`config.mk`:
```
export PLATFORM = sky130hd
export DESIGN_NAME = spi_bus_bridge
export DESIGN_NICKNAME = d
export VERILOG_FILES = /design/src/rtl/spi_bridge_pkg.sv /design/src/rtl/spi_bridge_sync.sv /design/src/rtl/spi_bus_bridge.sv
export SDC_FILE = /design/constraint.sdc
export NUM_CORES = 1
export LEC_CHECK = 0
export ABC_CLOCK_PERIOD_IN_PS = 2500
export CORE_MARGIN = 2
export CORE_UTILIZATION = 35
export CTS_CLUSTER_SIZE = 25
export DETAILED_ROUTE_END_ITERATION = 16
export PLACE_DENSITY_LB_ADDON = 0.2
export SLEW_MARGIN = 20
export SYNTH_ARGS = -nofsm -noshare
export SYNTH_HDL_FRONTEND = slang
export SYNTH_SLANG_ARGS = --single-unit
```
`constraint.sdc`:
```
create_clock -name cw_clk -period 2.5 [get_ports cw_clk]
set_clock_uncertainty 0.05 [all_clocks]
set_input_delay 0.5 -clock cw_clk [delete_from_list [all_inputs] [get_ports cw_clk]]
set_output_delay 0.5 -clock cw_clk [all_outputs]
set_load 0.1 [all_outputs]
```
`src/rtl/spi_bridge_pkg.sv`:
```
// Shared definitions for the SPI-to-bus bridge: state encoding, frame levels
// and the counter-width helper.
package spi_bridge_pkg;

    typedef logic [2:0] state_t;

    localparam state_t ST_IDLE  = 3'd0;
    localparam state_t ST_ADDR  = 3'd1;
    localparam state_t ST_WE    = 3'd2;
    localparam state_t ST_WDATA = 3'd3;
    localparam state_t ST_BUS   = 3'd4;
    localparam state_t ST_DONE  = 3'd5;
    localparam state_t ST_RDATA = 3'd6;

    localparam logic START_BIT  = 1'b0;
    localparam logic IDLE_LEVEL = 1'b1;

    // Bits needed to count up to max(a,b); never narrower than one bit.
    function automatic int cnt_width(input int a, input int b);
        int m;
        m = (a > b) ? a : b;
        return (m < 1) ? 1 : $clog2(m + 1);
    endfunction

endpackage

```
`src/rtl/spi_bridge_sync.sv`:
```
// Synchronises the asynchronous SPI clock and data pins into cw_clk and
// produces a one-cycle pulse on each rising edge of the synced SPI clock.
module spi_bridge_sync
    import spi_bridge_pkg::*;
#(
    parameter int SYNC_STAGES = 2
) (
    input  logic cw_clk,
    input  logic cw_rst,
    input  logic spi_clk,
    input  logic spi_mosi,
    output logic clk_rise,
    output logic mosi_sync
);

    logic [SYNC_STAGES-1:0] clk_sync_q;
    logic [SYNC_STAGES-1:0] clk_sync_d;
    logic [SYNC_STAGES-1:0] mosi_sync_q;
    logic [SYNC_STAGES-1:0] mosi_sync_d;
    logic                   clk_prev_q;

    genvar gi;
    generate
        for (gi = 0; gi < SYNC_STAGES; gi++) begin : g_stage
            if (gi == 0) begin : g_first
                assign clk_sync_d[gi]  = spi_clk;
                assign mosi_sync_d[gi] = spi_mosi;
            end else begin : g_chain
                assign clk_sync_d[gi]  = clk_sync_q[gi-1];
                assign mosi_sync_d[gi] = mosi_sync_q[gi-1];
            end
        end
    endgenerate

    // Reset to the idle line level so leaving reset never fakes an edge.
    always_ff @(posedge cw_clk or posedge cw_rst) begin
        if (cw_rst) begin
            clk_sync_q  <= {SYNC_STAGES{IDLE_LEVEL}};
            mosi_sync_q <= {SYNC_STAGES{IDLE_LEVEL}};
            clk_prev_q  <= IDLE_LEVEL;
        end else begin
            clk_sync_q  <= clk_sync_d;
            mosi_sync_q <= mosi_sync_d;
            clk_prev_q  <= clk_sync_q[SYNC_STAGES-1];
        end
    end

    assign clk_rise  = clk_sync_q[SYNC_STAGES-1] & ~clk_prev_q;
    assign mosi_sync = mosi_sync_q[SYNC_STAGES-1];

endmodule

```
`src/rtl/spi_bus_bridge.sv`:
```
// SPI-slave frame decoder driving a single bus master port; read frames
// shift bus data back out on spi_miso, errors and timeouts end the frame.
module spi_bus_bridge
    import spi_bridge_pkg::*;
#(
    parameter int ADDR_W      = 24,
    parameter int DATA_W      = 16,
    parameter int SYNC_STAGES = 2,
    parameter int TIMEOUT     = 1023
) (
    input  logic              cw_clk,
    input  logic              cw_rst,
    input  logic              spi_clk,
    input  logic              spi_mosi,
    output logic              spi_miso,
    output logic              bus_req,
    output logic              bus_we,
    output logic [ADDR_W-1:0] bus_addr,
    output logic [DATA_W-1:0] bus_wdata,
    input  logic [DATA_W-1:0] bus_rdata,
    input  logic              bus_ack,
    input  logic              bus_err,
    output logic              err_sticky
);

    localparam int CNT_W = cnt_width(ADDR_W, DATA_W);
    localparam int TMO_W = cnt_width(TIMEOUT, 0);

    logic clk_rise;
    logic mosi_s;

    spi_bridge_sync #(
        .SYNC_STAGES(SYNC_STAGES)
    ) u_sync (
        .cw_clk   (cw_clk),
        .cw_rst   (cw_rst),
        .spi_clk  (spi_clk),
        .spi_mosi (spi_mosi),
        .clk_rise (clk_rise),
        .mosi_sync(mosi_s)
    );

    state_t            state_q, state_d;
    logic [CNT_W-1:0]  cnt_q, cnt_d;
    logic [TMO_W-1:0]  tmo_q, tmo_d;
    logic [ADDR_W-1:0] addr_q, addr_d;
    logic [DATA_W-1:0] wdata_q, wdata_d;
    logic [DATA_W-1:0] rdata_q, rdata_d;
    logic              we_q, we_d;
    logic              req_q, req_d;
    logic              miso_q, miso_d;
    logic              err_q, err_d;
    logic [TMO_W-1:0]  tmo_inc;
    logic              tmo_expired;

    assign tmo_inc     = tmo_q + TMO_W'(1);
    assign tmo_expired = (TIMEOUT != 0) && (tmo_inc == TMO_W'(TIMEOUT));

    always_comb begin
        state_d = state_q;
        cnt_d   = cnt_q;
        tmo_d   = tmo_q;
        addr_d  = addr_q;
        wdata_d = wdata_q;
        rdata_d = rdata_q;
        we_d    = we_q;
        req_d   = req_q;
        miso_d  = miso_q;
        err_d   = err_q;
        case (state_q)
            ST_IDLE: begin
                if (clk_rise && mosi_s == START_BIT) begin
                    state_d = ST_ADDR;
                    cnt_d   = '0;
                    miso_d  = 1'b1;
                    err_d   = 1'b0;
                end
            end
            ST_ADDR: begin
                // LSB-first fields shift in from the top so bit 0 lands last at [0].
                if (clk_rise) begin
                    addr_d = {mosi_s, addr_q[ADDR_W-1:1]};
                    if (cnt_q == CNT_W'(ADDR_W - 1)) begin
                        state_d = ST_WE;
                        cnt_d   = '0;
                    end else begin
                        cnt_d = cnt_q + CNT_W'(1);
                    end
                end
            end
            ST_WE: begin
                if (clk_rise) begin
                    we_d  = mosi_s;
                    cnt_d = '0;
                    if (mosi_s) begin
                        state_d = ST_WDATA;
                    end else begin
                        state_d = ST_BUS;
                        req_d   = 1'b1;
                        tmo_d   = '0;
                    end
                end
            end
            ST_WDATA: begin
                if (clk_rise) begin
                    wdata_d = {mosi_s, wdata_q[DATA_W-1:1]};
                    if (cnt_q == CNT_W'(DATA_W - 1)) begin
                        state_d = ST_BUS;
                        cnt_d   = '0;
                        req_d   = 1'b1;
                        tmo_d   = '0;
                    end else begin
                        cnt_d = cnt_q + CNT_W'(1);
                    end
                end
            end
            ST_BUS: begin
                tmo_d = tmo_inc;
                if (bus_err || tmo_expired) begin
                    state_d = ST_DONE;
                    req_d   = 1'b0;
                    err_d   = 1'b1;
                    rdata_d = '0;
                    miso_d  = 1'b0;
                end else if (bus_ack) begin
                    state_d = ST_DONE;
                    req_d   = 1'b0;
                    rdata_d = bus_rdata;
                    miso_d  = 1'b0;
                end
            end
            ST_DONE: begin
                if (clk_rise) begin
                    cnt_d = '0;
                    if (we_q) begin
                        state_d = ST_IDLE;
                    end else begin
                        state_d = ST_RDATA;
                        miso_d  = rdata_q[0];
                        rdata_d = rdata_q >> 1;
                    end
                end
            end
            ST_RDATA: begin
                if (clk_rise) begin
                    if (cnt_q == CNT_W'(DATA_W - 1)) begin
                        state_d = ST_IDLE;
                        cnt_d   = '0;
                        miso_d  = 1'b0;
                    end else begin
                        cnt_d   = cnt_q + CNT_W'(1);
                        miso_d  = rdata_q[0];
                        rdata_d = rdata_q >> 1;
                    end
                end
            end
            default: begin
                state_d = ST_IDLE;
                cnt_d   = '0;
                req_d   = 1'b0;
                miso_d  = 1'b0;
            end
        endcase
    end

    always_ff @(posedge cw_clk or posedge cw_rst) begin
        if (cw_rst) begin
            state_q <= ST_IDLE;
            cnt_q   <= '0;
            tmo_q   <= '0;
            addr_q  <= '0;
            wdata_q <= '0;
            rdata_q <= '0;
            we_q    <= 1'b0;
            req_q   <= 1'b0;
            miso_q  <= 1'b0;
            err_q   <= 1'b0;
        end else begin
            state_q <= state_d;
            cnt_q   <= cnt_d;
            tmo_q   <= tmo_d;
            addr_q  <= addr_d;
            wdata_q <= wdata_d;
            rdata_q <= rdata_d;
            we_q    <= we_d;
            req_q   <= req_d;
            miso_q  <= miso_d;
            err_q   <= err_d;
        end
    end

    assign spi_miso   = miso_q;
    assign bus_req    = req_q;
    assign bus_we     = we_q;
    assign bus_addr   = addr_q;
    assign bus_wdata  = wdata_q;
    assign err_sticky = err_q;

endmodule

```
# Word-level counts from Yosys, hierarchy flattened
# Index checks and enable logic that the tools add are counted.
[word_totals]
output_inout_bits = 44
ff_bits = 83
input_bits = 22
[op_classes]
n_addsub = 2
n_eq_ne = 25
bitwise = 6
reduce_logical = 20
mux = 49
[op_table]
columns = ["cell", "count"]
rows = [
  ["$mux 16", 6],
  ["$pmux 16 s3", 1],
  ["$mux 10", 4],
  ["$mux 3", 13],
  ["$mux 5", 6],
  ["$pmux 10 s3", 1],
  ["$ne 2x2->1 const B", 13],
  ["$pmux 5 s5", 1],
  ["$pmux 3 s7", 1],
  ["$reduce_and 6->1", 3],
  ["$mux 1", 13],
  ["$add 10x1->10 const B", 1],
  ["$eq 10x10->1 const B", 1],
  ["$reduce_and 10->1", 1],
  ["$reduce_and 5->1", 2],
  ["$eq 3x3->1 const B", 3],
  ["$eq 3x2->1 const B", 2],
  ["$reduce_and 2->1", 3],
  ["$reduce_bool 3->1", 2],
  ["$add 5x1->5 const B", 1],
  ["$eq 5x4->1 const B", 1],
  ["$eq 5x5->1 const B", 1],
  ["$not 1->1", 5],
  ["$pmux 1 s5", 1],
  ["14 further kinds", 16],
]

# Longest topological paths before layout
[logic_depth]
depth_word = 5
depth_mapped = 11
ltp_nobuf = 9

# By module
# Synthesis repeated with hierarchy kept, for this count alone.
[unflattened]
cells_unflattened = 362
hier_area_um2 = 4043.9
[modules_own_cells]
columns = ["mod", "instances", "area_per_inst_um2", "cells_each"]
rows = [
  ["spi_bus_bridge", 1, 3895.0, 355],
  ["spi_bridge_sync", 1, 148.9, 7],
]

# Worst setup path before layout
# Ideal clock, no wire load.
[synth_timing]
path_type = "reg-to-reg"
startpoint = "reg tmo_q[0]"
endpoint = "reg rdata_q[0]"
stages_incl_launch_ff = 9
setup_ns = 0.125
t_arrival_ns = 2.188
path_buffers = 2
setup_slack_ns = 0.137
path_cell_list = "dfrtp_1 -> ha_1 -> nand3_1 -> or3_4 -> a2111oi_4 -> o211a_1 -> buf_6 -> buf_12 -> mux2_4"
[synth_between]
elab_chain_cells = 5
elab_cells_between_ends = 7
classes_between = "add/sub: 1; eq/ne: 2; mux: 2; reduce/logical: 2"
[synth_lines]
columns = ["item", "line", "source"]
rows = [
  ["start, declared", "spi_bus_bridge.sv:45", "logic [TMO_W-1:0] tmo_q, tmo_d;"],
  ["start signal, assigned", "spi_bus_bridge.sv:181", "tmo_q <= tmo_d;"],
  ["$add 10x1->10 *", "spi_bus_bridge.sv:56", "assign tmo_inc = tmo_q + TMO_W'(1);"],
  ["$eq 10x10->1 *", "spi_bus_bridge.sv:57", "assign tmo_expired = (TIMEOUT != 0) && (tmo_inc == TMO_W'(TIMEOUT));"],
  ["$logic_or 1x1->1 *", "spi_bus_bridge.sv:119", "if (bus_err || tmo_expired) begin"],
  ["$ne 3x3->1 (no source line) / $mux 16 (equally long branches)", "-", ""],
  ["$reduce_and 6->1 (no source line) / $pmux 16 s3 (equally long branches)", "-", ""],
  ["end signal, assigned", "spi_bus_bridge.sv:184", "rdata_q <= rdata_d;"],
  ["end, declared", "spi_bus_bridge.sv:48", "logic [DATA_W-1:0] rdata_q, rdata_d;"],
]
# Mark *: on every way between the ends. The rest lies on a longest branch, timed or not.
# A chain may end at the register's enable or synchronous reset.

# Worst setup path after layout
[layout_timing]
startpoint = "reg tmo_q[1]"
endpoint = "reg rdata_q[11]"
# Same word-level chain as after synthesis.

==> metrics.md <==
| Metric | Value |
|---|---|
| Status | `complete, no violations` |
| Crit. End Element | `flip-flop` |
| PnR worst setup slack | `0.148 ns` |
| Die W | `112 um` |
| Final Util | `0.449` |
| GRT overflow | `0` |
| All-Layer GR Usage | `0.145` |
| Netlist cell types | `51` |
| N_diodes | `0` |
| Seq/Total Area, Yosys | `0.514` |
| Buf/Inv on CP | `1` |
| Nets | `458` |
| Root Buffer | `clkbuf_16` |
| GP Congestion | `0.842` |
| Die H | `112 um` |
| Largest net degree at the start of global routing | `49` |
| Syn_nets | `384` |
| Initial antenna violation count | `0` |
| Final Cycle Share | `0.941` |
| Share of cells above drive strength 1 | `0.342` |
| Slew of the pin with the lowest slew margin | `0.609 ns` |
| Final antenna-violating net count | `0` |
| Die area | `12500 um2` |
| Clock buffer depth | `2` |
| Post-Syn Area | `4060 um2` |
| Clock sink count | `83` |
| Crit path max fanout | `16` |
| Initial Util | `0.357` |
| Pwr Total | `5.13 mW` |
| Max cap viols | `0` |
| Critical path data arrival time | `2.52 ns` |
| Number of global-route vias before repair | `3047` |
| CTS tree | `yes` |
| Area Growth Syn to Fin | `25.9%` |
| Yosys warnings | `0` |
| Most common cell in the netlist | `dfrtp_1` |
| Largest cells by area after synthesis | `dfrtp_1, mux2_2, o21ai_0, mux2_4, dfstp_2` |
| Port Buffers | `65` |
| FF+latch count, synth | `83` |
| Initial DRT Pass Iterations | `4` |
| Final hold vios | `0` |
| Power per Cell Area | `1000 nW/um2` |
| Clock latency on the worst-skew pair | `0.34 ns` |
| Crit path kind | `flip-flop to flip-flop` |
| Vias/cell | `5.07` |
| Max Slew Vio Count | `0` |
| Post-Syn Instances | `357` |
| CP max stage cell | `dfrtp_1` |
| Largest delay share family, worst path | `compound AO/OA/AOI/OAI gates` |
| Drt initial violations | `148` |
| Slew HR | `0.594` |
| Async S/R FF share, synth | `1.00` |
| Total number of vias | `2937` |
| Row count | `39` |
| CP Launch Type | `flip-flop` |
| Post-CTS Hold Fix Bufs | `0` |
| Setup TNS Final | `0 ns` |
| Post-Syn Area per Cell | `11.4 um2` |
| CP Cell Sequence | `ha_1 > nand3_2 > or3_4 > a2111oi_4 > o211a_1 > buf_12 > mux2_2` |
| Routed wire length | `8460 um` |
| Top cells by count, synth | `dfrtp_1, mux2_2, o21ai_0, nand2_1, nor2_1` |
| CTS H-tree lvls | `3` |
| Hold WC Path Type | `flip-flop to flip-flop` |
| I/O Pins | `66` |
| RSZ-0062 raised after global routing | `no` |
| Endpoints failing setup | `0` |
| Pleak | `2.39 nW` |
| DRC errors left | `0` |
| Core Box Area | `11400 um2` |
| Post-DP HPWL | `5670 um` |
| Pre-CTS setup slack | `0.112 ns` |
| Inserted Clock Buffers | `9` |
| Tmin final | `2.35 ns` |
| First-pass GRT wire length | `14800 um` |
| Peak supply drop | `0.00138 V` |
| Clk pin slew, worst setup/hold paths | `0.06 ns` |
| Slowest Stage Delay on Critical Path | `0.38 ns` |
| Crit path required time | `2.67 ns` |
| Fmax | `0.425 GHz` |
| Area share of the largest cell type after synthesis | `0.481` |
| Number of flops mapped to enable cells by yosys | `0` |
| DR WL/cell | `14.6 um` |
| Synth area leader | `dfrtp_1` |
| Post-synth top flop | `dfrtp_1` |
==> sequential cells by signal (all words and copies together) (netlist names), 2 cells and up <==
register / flops
u_sync.mosi_sync_q: 2
rdata_q: 16
cnt_q: 5
bus_addr: 24
state_q: 3
tmo_q: 10
bus_wdata: 16
u_sync.clk_sync_q: 2
==> placed cells by master (no fill, tap or decap), types with 5 or more instances in the layout <==
master	instances
mux2_4	10
clkdlybuf4s50_1	21
a21oi_1	5
dfrtp_1	78
nand3_1	9
nand3b_1	15
inv_1	5
clkbuf_16	9
nand2_1	34
mux2_2	48
ha_1	5
buf_4	61
o21ai_0	39
nor2_1	17
dfstp_2	5
==> what timing repair did <==
item,in CTS,in global routing
setup endpoints to repair,0,17
setup buffers,0,2
resized for setup,0,2
==> through the flow <==
step	hold slack [ns]	instance area, um2	instances
CTS	0.306	5080	577
detailed placement	0.297	4800	561
global route	0.315	5110	579
floorplan	0.295	4060	357
finish	0.305	5110	579
global placement	0.296	4800	561
==> cell type report <==
| class | instances | area, um2 |
|---|---|---|
| fill | 1086 | 6260 |
| sequential | 83 | 2080 |
| multi-input combinational | 248 | 1840 |
| timing repair buffer | 83 | 688 |
| clock buffer | 10 | 239 |
| tap | 143 | 179 |
| clock inverter | 6 | 47.5 |
| inverter | 6 | 26.3 |
==> final timing paths <==
path                            slack (ns)                  from              endpoint  cells after the start
worst max-delay path                  0.15              tmo_q[1]           rdata_q[11]                      7
min in group asynchronous             0.59                cw_rst          bus_addr[16]                      3
worst max register to register        0.15              tmo_q[1]           rdata_q[11]                      7
max in group asynchronous             1.32                cw_rst           rdata_q[14]                      3
worst min register to register        0.31  u_sync.clk_sync_q[0]  u_sync.clk_sync_q[1]                      0
worst min-delay path                  0.31  u_sync.clk_sync_q[0]  u_sync.clk_sync_q[1]                      0
==> power breakdown <==
group          leakage [nW]  internal (mW)  switching [mW]
Sequential             1.09           1.57           0.166
Clock                 0.139          0.709           0.556
Combinational          1.16          0.581            1.54
Total                  2.39           2.86            2.27
==> cell families (layout without fill, tap and decap cells) <==
family          after synthesis  after routing  share of synthesized area
flops                        83             83                      0.514
mux                          58             58                      0.170
buf+inv                      26            105                     0.0336
fa+ha+maj                     5              5                     0.0154
simple gates                108            108                      0.144
compound gates               73             73                      0.115
xor+xnor                      4              4                    0.00864
==> layer usage <==
metal,global-route usage,vias up,wire length (um)
met4,0.0535,0,107
met5,0,-,0
met3,0.0441,7,405
met2,0.231,57,3960
met1,0.187,1445,3990
li1,-,1428,-
==> worst register-to-register path, delay by kind of cell, from the launching register on <==
kind | cells | cell delay [ns]
AOI/OAI and AO/OA | 2 | 0.61
and+or+nand+nor | 2 | 0.47
DFF | 1 | 0.38
muxes | 1 | 0.35
adders and majority gates | 1 | 0.20
buffers and inverters | 1 | 0.17
No activity file was read; power rests on OpenSTA's default activity.
